### src/rtl/sa_act_skewer.sv
// Activation skewer for the systolic array: delays lane i by i extra cycles to
// form the diagonal wavefront, and drains the wavefront after a segment-last beat.
//
// state  | meaning
// IDLE   | no segment open; accepts beats
// STREAM | segment open; accepts beats until the segment-last beat
// DRAIN  | input blocked for ROWS-1 advances while the wavefront empties
module sa_act_skewer #(
  parameter int ROWS = 8,
  parameter int DW   = 8
) (
  input  logic                 clk,
  input  logic                 rstn,
  input  logic                 s_valid,
  output logic                 s_ready,
  input  logic [ROWS*DW-1:0]   s_data,
  input  logic                 s_last,
  input  logic                 m_ready,
  output logic [ROWS*DW-1:0]   m_data,
  output logic [ROWS-1:0]      m_lane_valid,
  output logic                 m_valid,
  output logic                 m_last,
  output logic                 busy
);

  localparam int CW = (ROWS > 1) ? $clog2(ROWS) : 1;

  typedef enum logic [1:0] {IDLE, STREAM, DRAIN} state_t;

  state_t          state_q;
  logic [CW-1:0]   cnt_q;
  logic [ROWS-1:0] last_q;
  logic [ROWS-1:0] lane_busy;
  logic            advance;
  logic            accept;
  logic            acc_last;

  assign advance  = m_ready;
  assign s_ready  = m_ready && (state_q != DRAIN);
  assign accept   = s_valid && s_ready;
  assign acc_last = accept && s_last;

  for (genvar i = 0; i < ROWS; i++) begin : g_lane
    logic [DW-1:0] data_q [0:i];
    logic [i:0]    vld_q;

    always_ff @(posedge clk or negedge rstn) begin
      if (!rstn) begin
        for (int s = 0; s <= i; s++) data_q[s] <= '0;
        vld_q <= '0;
      end else if (advance) begin
        data_q[0] <= accept ? s_data[i*DW +: DW] : '0;
        vld_q[0]  <= accept;
        for (int s = 1; s <= i; s++) begin
          data_q[s] <= data_q[s-1];
          vld_q[s]  <= vld_q[s-1];
        end
      end
    end

    assign m_data[i*DW +: DW] = vld_q[i] ? data_q[i] : '0;
    assign m_lane_valid[i]    = vld_q[i];
    assign lane_busy[i]       = |vld_q;
  end

  // Segment-last tag rides alongside the deepest lane so it emerges with it.
  always_ff @(posedge clk or negedge rstn) begin
    if (!rstn) begin
      last_q <= '0;
    end else if (advance) begin
      last_q[0] <= acc_last;
      for (int s = 1; s < ROWS; s++) last_q[s] <= last_q[s-1];
    end
  end

  always_ff @(posedge clk or negedge rstn) begin
    if (!rstn) begin
      state_q <= IDLE;
      cnt_q   <= '0;
    end else if (advance) begin
      case (state_q)
        IDLE, STREAM: begin
          if (acc_last) begin
            if (ROWS == 1) begin
              state_q <= IDLE;
            end else begin
              state_q <= DRAIN;
              cnt_q   <= CW'(ROWS - 1);
            end
          end else if (accept) begin
            state_q <= STREAM;
          end
        end
        DRAIN: begin
          cnt_q <= cnt_q - CW'(1);
          if (cnt_q == CW'(1)) state_q <= IDLE;
        end
        default: state_q <= IDLE;
      endcase
    end
  end

  assign m_valid = |m_lane_valid;
  assign m_last  = last_q[ROWS-1];
  assign busy    = (state_q != IDLE) || (|lane_busy);

endmodule
### config.mk
export PLATFORM = sky130hd
export DESIGN_NAME = sa_act_skewer
export DESIGN_NICKNAME = d
export VERILOG_FILES = /design/src/rtl/sa_act_skewer.sv
export SDC_FILE = /design/constraint.sdc
export NUM_CORES = 1
export LEC_CHECK = 0
export BUFFER_PORTS_ARGS = -buffer_cell sky130_fd_sc_hd__buf_2
export CAP_MARGIN = 10
export CORE_ASPECT_RATIO = 0.9
export CORE_MARGIN = 2
export CORE_UTILIZATION = 58
export DETAILED_ROUTE_END_ITERATION = 7
export PLACE_DENSITY = 0.89
export SLEW_MARGIN = 5
export SYNTH_ARGS = -nofsm -noshare
export SYNTH_HDL_FRONTEND = slang
export SYNTH_SLANG_ARGS = --single-unit
### constraint.sdc
create_clock -name clk -period 1.54 [get_ports clk]
set_clock_uncertainty 0.15 [all_clocks]
set_input_delay 0.308 -clock clk [delete_from_list [all_inputs] [get_ports clk]]
set_output_delay 0.308 -clock clk [all_outputs]
set_load 0.05 [all_outputs]
# Word-level counts from Yosys, hierarchy flattened
# Index checks and enable logic that the tools add are counted.
[classes]
multipliers = 0
shifts = 0
eq_ne = 7
n_reduce_logical = 12
add_sub_neg = 1
div = 0
n_mux = 22
magnitude_cmp = 0
bitwise_logic = 0
[op_table]
columns = ["cell", "count"]
rows = [
  ["8-bit two-way mux", 16],
  ["36-bit OR reduction", 1],
  ["8-bit OR reduction", 1],
  ["2-bit two-way mux", 3],
  ["2-bit != test, second input constant", 3],
  ["3-bit one-hot mux with 2 select lines", 1],
  ["3-bit AND reduction", 2],
  ["2-bit one-hot mux with 2 select lines", 1],
  ["2-bit nonzero test", 2],
  ["3-bit by 1-bit equality test with 1-bit output, second input constant", 1],
  ["1-bit logical AND", 3],
  ["3-bit two-way mux", 1],
  ["3-bit != test, second input constant", 1],
  ["3-bit by 1-bit subtractor with 3-bit output, second input constant", 1],
  ["2-bit by 1-bit equality test with 1-bit output, second input constant", 1],
  ["2-bit equality test, second input constant", 1],
  ["2-bit logical NOT", 1],
  ["2-bit OR reduction", 1],
  ["1-bit logical OR", 1],
]
[totals]
ramBits = 0
latch_bits = 0
out_inout_bits = 76
ff_bits = 337
mem_bits_ro = 0
input_bits = 69
elab_cells = 89
mem_count = 0

# Depth between registers and ports, before layout
# Gate-level depths: netlist of run 1.
[logic_depth]
word_depth = 6
ltp_mapped = 5
mapped_depth_nobuf = 5

# Worst setup path before layout of run 1
# No wires, ideal clock.
[synth_path]
kind = "reg-to-output"
startpoint = "reg g_lane[3].vld_q[2]"
endpoint = "out busy"
stages_incl_launch_ff = 4
setup_slack_ns = -0.777
n_path_buf = 0
required_ns = 1.082
arrival_time_ns = 1.859
path_cell_list = "dfrtp_1 > nor4_1 > nand2_1 > or3_1"
[synth_between]
elab_chain_cells = 2
[synth_lines]
columns = ["item", "line_no", "source"]
rows = [
  ["start, declared", "45", "logic [i:0] vld_q;"],
  ["start signal, assigned by index", "56", "vld_q[s] <= vld_q[s-1];"],
  ["36-bit OR reduction", "105", "assign busy = (state_q != IDLE) || (|lane_busy);"],
  ["1-bit logical OR", "105", ""],
  ["end, declared", "23", "output logic busy"],
]
# Every way passes these cells.

# Worst setup path after layout of run 1
[layout_path]
startpoint = "reg g_lane[7].vld_q[6]"
endpoint = "out busy"
[layout_between]
elab_chain_cells = 2
[layout_lines]
columns = ["item", "line_no"]
rows = [
  ["start, declared", "45"],
  ["start signal, assigned by index", "56"],
  ["36-bit OR reduction", "105"],
  ["1-bit logical OR", "105"],
]
# Every way passes these cells.

==> results.md, run 1 <==
- Status: complete, but fails checks
- Violated checks: negative setup slack
- Seq cells post-synth: just over 300
- Synthesized netlist cell count: between 700 and 800
- Routed vias/inst: between 5 and 6
- Crit path max fanout: 3
- Reg clk slew, reported paths: about 0.07 ns
- Worst endpoint required time: between 1 and 1.5 ns
- Num CTS Buffers: 29
- Ys flop type: dfrtp_1
- Fin crit share: 152%
- Syn_area_per_cell: 15.8 um^2
- Wire length of the first global-routing pass: about 44000 um
- Share of layout cells above drive strength 1: approximately 55%
- Fin. max-slew vios: 0
- Worst Max-Slew Pin Slew: between 0.3 and 0.4 ns
- Pleak: around 0.0078 uW
- Met2 Usage GRT: 44.0%
- Pre-Repair DR Iteration Count: 4
- Syn Std Cell Area: about 12000 um^2
- R2R Setup Slk: -0.10 ns
- Kind of critical path: reg2out
- Die W: between 150 and 200 um
- Die area: between 20000 and 25000 um^2
- Dpl hpwl: about 15000 um
- Peak supply drop: 0.00102 V
- Starting density of the core: 59.3%
- Yosys cell types: 27
- GPL Wtd Cong: between 0.7 and 0.8
- Total GRT Usage: 25.7%
- Core region area: 20000 um^2
- Most common cell in the netlist: dfrtp_1
- Overall Power: 25400 uW
- Post-synth top cells: 309 x dfrtp_1, 238 x mux2_2, 65 x a22o_1, 65 x and2_1, 21 x buf_4
- Final total negative setup slack: -32.88 ns
- R2R depth: 6
- IO Pins: around 150
- GR peak layer: met2
- Core Rows: 49
- Top cell type by total area after synthesis: dfrtp_1
- Power Dens Cells: 1610 nW/um^2
- Number of I/O port buffers: 144
- Initial antenna violation count: 1
- CTS tree: done
- CP arrival: around 1.9 ns
- Final Hold Fails: 0
- Routing usage on met3: under 10%
- Fillers: just over 1000
- Clk Latency, worst-skew pair: 0.53 ns
- Max_slew headroom: ~76%
- Via count: around 7300
- F_max: around 430 MHz
- Post-synthesis sequential area ratio: 65.0%
- 1st-iter DRT viols: ~400
- Fin crit period: 2.34 ns
- Crit path launch type: register
- Post-Syn Nets: 825
- Antenna-violating nets left: 0
- Top cells by area, synth: dfrtp_1 65%, mux2_2 23%, a22o_1 4.8%
- Htree depth: 1
- Number of nets in the layout: 1075
- Die Ht: between 100 and 150 um
- Worst Hold Class: in2async
- FFs w/ async S/R, synth: 100%
- Post-Route Utilization: 78.8%
- Met1 usage: 33.2%
- Avg WL per Cell: ~22 um
- Grt total ovfl: 0
- Root buffer cell: clkbuf_16
- # Max-Cap Violations: 0
- CP endpoint kind: output port
- Layout overhead on the synthesized area: 32.8%
- Reg-to-Reg Start: state_q[0]
- Synth Warn #: 0
- R2R Path End: g_lane[1].data_q[8]
- Final setup margin: -0.796 ns
- Largest net degree at the start of global routing: between 50 and 60
- Post-synth EDFFs: 0
- Unrepaired setup endpoints after global routing: yes
- Total Routed Length: 27700 um
- Detailed-route DRC error count: 0
- Clock sinks: 309
- CTS max path bufs: 3
- Share of the synthesized area in the top cell type: between 60% and 70%
- Vias in the first global route: about 8000
- Place WS: -0.293 ns
- Setup violators final: between 100 and 150
layer usage:
layer	up-vias	share of wire (%)
met5	-	0
met4	0	4.2
met3	78	4.1
met2	226	51
met1	3777	41
li1	3179	-
cells by family (layout without fill, tap and decap cells):
family                   Yosys count  count (layout)  share of synthesized area (%)
multiplexers                     239             239                           22.6
adder cells (fa/ha/maj)            2               2                          0.210
AND/OR/NAND/NOR                   78              78                           4.19
AO/OA/AOI/OAI                     73              73                           5.22
flip-flops                       309             309                           65.0
other                              0               2                              0
buffers and inverters             53             321                           2.79
critical path, cell delays in order (launching register included):
cell     delay [ns]
dfrtp_2        0.44
nor4_4         0.30
nand2_2        0.10
or3_4          0.35
buf_8          0.16
state kept, by name, indices dropped and copies added, names as in the netlist:
name / count
g_lane.data_q: 288
g_lane.vld_q: 8
state_q: 2
last_q: 8
cnt_q: 3
power breakdown:
| part | leakage, uW | total (uW) | internal [uW] | switching, uW |
|---|---|---|---|---|
| sequential | 0.00406 | 11200 | 10000 | 1210 |
| clock | 0.000477 | 7280 | 4270 | 3010 |
| combinational | 0.00325 | 6900 | 3550 | 3350 |
how the worst max path moves through the flow:
stage / from / to / slack (ns) / cells after the start
after floorplan: g_lane[7].vld_q[6] / busy / -0.49 / 3
after global placement: g_lane[1].vld_q[0] / busy / -0.31 / 4
after detailed placement: g_lane[1].vld_q[0] / busy / -0.29 / 4
after CTS: g_lane[7].vld_q[7] / busy / -0.77 / 4
after global routing: g_lane[1].vld_q[0] / busy / -0.85 / 4
final: g_lane[7].vld_q[6] / busy / -0.80 / 4
repair_timing:
action,4_1_cts,5_1_grt
setup buffers,4,15
resized for setup,195,52
hold buffers,67,0
gates cloned,2,2
endpoints found under the hold margin,375,0
endpoints found under the setup margin,76,76
pin swaps,3,4
cell usage in the layout, fill, tap and decap left out, types with 3 or more instances in the layout:
master         netlist  final
dfrtp_1            309    302
clkbuf_16            0     31
mux2_2             238    238
bufinv_16            0      3
buf_6                5     64
buf_4               21     21
and2_2               0     35
buf_12               0     20
dlygate4sd3_1        0     67
buf_8                0     29
dfrtp_2              0      7
a21oi_1              3      3
clkinv_2             0      5
clkbuf_1            11      3
clkbuf_8             0      7
a22o_1              65     65
and2_4               0     30
buf_2               13     66
cell type report:
type / instances / area [um^2] / area share (%)
sequential: 309 / 7740 / 49.0
inverter: 3 / 11.3 / 0.0712
clock inverter: 10 / 131 / 0.831
clock buffer: 39 / 833 / 5.27
multi-input combinational: 392 / 4000 / 25.3
tap: 255 / 319 / 2.02
timing repair buffer: 269 / 2770 / 17.5
antenna: 2 / 5.00 / 0.0317
stage by stage:
stage / hold slack, ns / cells / area, um^2
floorplan: -0.138 / 754 / 12000
global placement: 0.0781 / 1144 / 13300
detailed placement: 0.0807 / 1144 / 13300
CTS: 0.111 / 1266 / 15600
global route: 0.131 / 1278 / 15800
finish: 0.107 / 1279 / 15800
Note: power is estimated with default switching activity, not from simulation.
==> run 2, diff against run 1 <==
CORE_UTILIZATION = 45   (was 58)
PLACE_DENSITY = 0.73   (was 0.89)
==> run 2 against run 1 <==
Largest power group unchanged. Largest cell class unchanged. Cell count increased by 8.8%. Sequential share of layout area decreased by 1.4 points. Via count decreased by 2.5%. Register-to-register slack improved by 0.04 ns. The flow still finishes with violations (negative setup slack).
==> results.md, run 2 (same netlist as run 1, synthesis figures left out) <==
- Routed vias/inst: 5.09 (-10%)
- Crit path launch: g_lane[7].vld_q[7]
- Worst Hold Class: in2async
- Commonest non-fill, non-tap cells in the layout: 300 x dfrtp_1, 238 x mux2_2, 68 x dlygate4sd3_1, 66 x buf_2, 65 x a22o_1
- Share of layout cells above drive strength 1: 55.9% (+0.42 points)
- Avg WL per Cell: 18.7 um (-14%)
- Die Ht: 158 um (+13%)
- Power Dens Cells: 1580 nW/um^2 (-2.0%)
- Reg area: 7740 um^2 (about the same)
- Most common cell after layout, fill and taps aside: dfrtp_1
- Fin crit period: 2.38 ns (+0.0395 ns)
- # Max-Cap Violations: 0 (unchanged)
- R2R Setup Slk: -0.06 ns (+0.04 ns)
- Number of I/O port buffers: 144 (unchanged)
- CTS max path bufs: 3 (unchanged)
- Final Hold Fails: 0 (unchanged)
- Antenna-violating nets left: 0 (unchanged)
- CP endpoint kind: output port
- Worst Max-Slew Pin Slew: 0.356 ns (-0.00174 ns)
- Root buffer cell: clkbuf_16
- Status: complete, but fails checks
- Total GRT Usage: 17.5% (-8.1 points)
- Vias in the first global route: 7371 (-8.2%)
- Unrepaired setup endpoints after global routing: yes
- Overall Power: 25700 uW (+0.99%)
- Area after DPL: 13400 um^2 (+0.97%)
- Detailed-route DRC error count: 0 (unchanged)
- Max_slew headroom: 76.2% (+0.12 points)
- 1st-iter DRT viols: 295 (-25%)
- Core Rows: 56 (+14%)
- F_max: 421 MHz (-1.7%)
- Reg clk slew, reported paths: 0.06 ns (about the same)
- Worst endpoint required time: 1.08 ns (about the same)
- Die area: 27800 um^2 (+28%)
- R2R Path End: g_lane[3].data_q[26]
- CP arrival: 1.92 ns (+0.04 ns)
- Crit path to: busy
- Pre-Repair DR Iteration Count: 4 (unchanged)
- Num CTS Buffers: 31 (+6.9%)
- R2R depth: 5 (-1)
- Kind of critical path: reg2out
- Violated checks: negative setup slack
- Worst Path Buf+Inv: 1 (unchanged)
- CTS tree: done
- Crit path max-delay family: simple AND/OR/NAND/NOR gates
- Crit path launch type: register
- Setup violators final: 127 (-9.9%)
- Fin. max-slew vios: 0 (unchanged)
- Place WS: -0.355 ns (-0.0620 ns)
- Initial antenna violation count: 1 (unchanged)
- Grt total ovfl: 0 (unchanged)
- GPL Wtd Cong: 0.734 (-3.9%)
- Post-Route Utilization: 62.7% (-16 points)
- Fillers: 1831 (+79%)
- Core region area: 26000 um^2 (+30%)
- Total Routed Length: 26000 um (-5.9%)
- Clk Latency, worst-skew pair: 0.55 ns (+0.02 ns)
- Largest net degree at the start of global routing: 69 (+23%)
- WP depth: 4 (unchanged)
- Dpl hpwl: 14100 um (-3.3%)
- Biggest register: g_lane.data_q
- Slowest stage cell, crit path: dfrtp_2
- IO Pins: 145 (unchanged)
- Wire length of the first global-routing pass: 39100 um (-10%)
- Number of nets in the layout: 1092 (+1.6%)
- Starting density of the core: 45.8% (-14 points)
- Layout overhead on the synthesized area: 36.9%
- Design Area, Final: 16300 um^2 (+3.1%)
- Multi-input gate area: 4020 um^2 (+0.41%)
- Pleak: 0.00796 uW (+2.2%)
- CP max stage delay: 0.42 ns (-0.02 ns)
- Final setup margin: -0.835 ns (-0.0395 ns)
- Clock sinks: 309 (unchanged)
- Critical-path cell list: nor4_4, nand2_2, or3_4, buf_8
- Fin crit share: 154% (+2.6 points)
- Largest register FFs: 288 (unchanged)
- Reg-to-Reg Start: state_q[0]
- Via count: 7081 (-2.5%)
- Hold Slack: 0.0372 ns (-0.0698 ns)
- Peak supply drop: 0.000873 V (-14%)
- Largest regs: g_lane.data_q (288), g_lane.vld_q (8), last_q (8)
- Htree depth: 1 (unchanged)
- Die W: 175 um (+13%)
- Crit path max fanout: 2 (-1)
## run 2: layout make-up
class	instances	share of cell area, %
diodes	1	0.0154
clock buffers	41	5.12
clock inverters	14	0.937
inverters	3	0.0691
multi-input cells	393	24.6
flip-flops and latches	309	47.5
well taps	348	2.67
repair buffers	283	19.0
## run 2: worst min path at each step
stage | cells after the start | slack (ns) | startpoint | endpoint
global placement | 1 | 0.007 | rstn | g_lane[7].data_q[2]
detailed placement | 1 | 0.005 | rstn | g_lane[7].data_q[2]
finish | 2 | 0.04 | rstn | g_lane[7].data_q[2]
floorplan | 0 | -0.14 | rstn | cnt_q[0]
CTS | 2 | 0.01 | rstn | g_lane[7].data_q[2]
global route | 2 | 0.04 | rstn | g_lane[7].data_q[2]
## run 2: what timing repair did
action / in CTS / in global routing
endpoints found under the setup margin: 76 / 139
gates resized for setup: 187 / 87
buffers inserted: 7 / 18
gates cloned: 2 / 10
pin swaps: 3 / 2
hold endpoints to repair: 378 / 0
hold buffers: 68 / 0
## run 2: through the flow
step                cells  setup TNS [ns]
detailed placement   1235          -0.359
floorplan             754          -0.492
CTS                  1367          -32.84
global placement     1235          -0.316
finish               1392          -32.59
global route         1392          -38.37
## run 2: worst reg2reg max path, stage by stage (launching register included)
cell and delay (ns):
dfrtp_1 0.40, nand2b_4 0.16, buf_6 0.12, and3_4 0.26, clkbuf_16 0.21, a22o_1 0.19
## run 2: per-layer routing
| metal | routed length [um] | GRT usage, % | vias to the layer above |
|---|---|---|---|
| met5 | 0 | 0 | - |
| met4 | 675 | 4.64 | 0 |
| met3 | 1190 | 3.51 | 46 |
| met1 | 11900 | 24.3 | 3638 |
| met2 | 12300 | 28.4 | 168 |
| li1 | - | - | 3229 |
## run 2: power by group
part	switching (uW)	internal [uW]	total [uW]
logic	3380	3890	7270
clock network	3000	4290	7280
registers	1080	10000	11100
total	7450	18200	25700
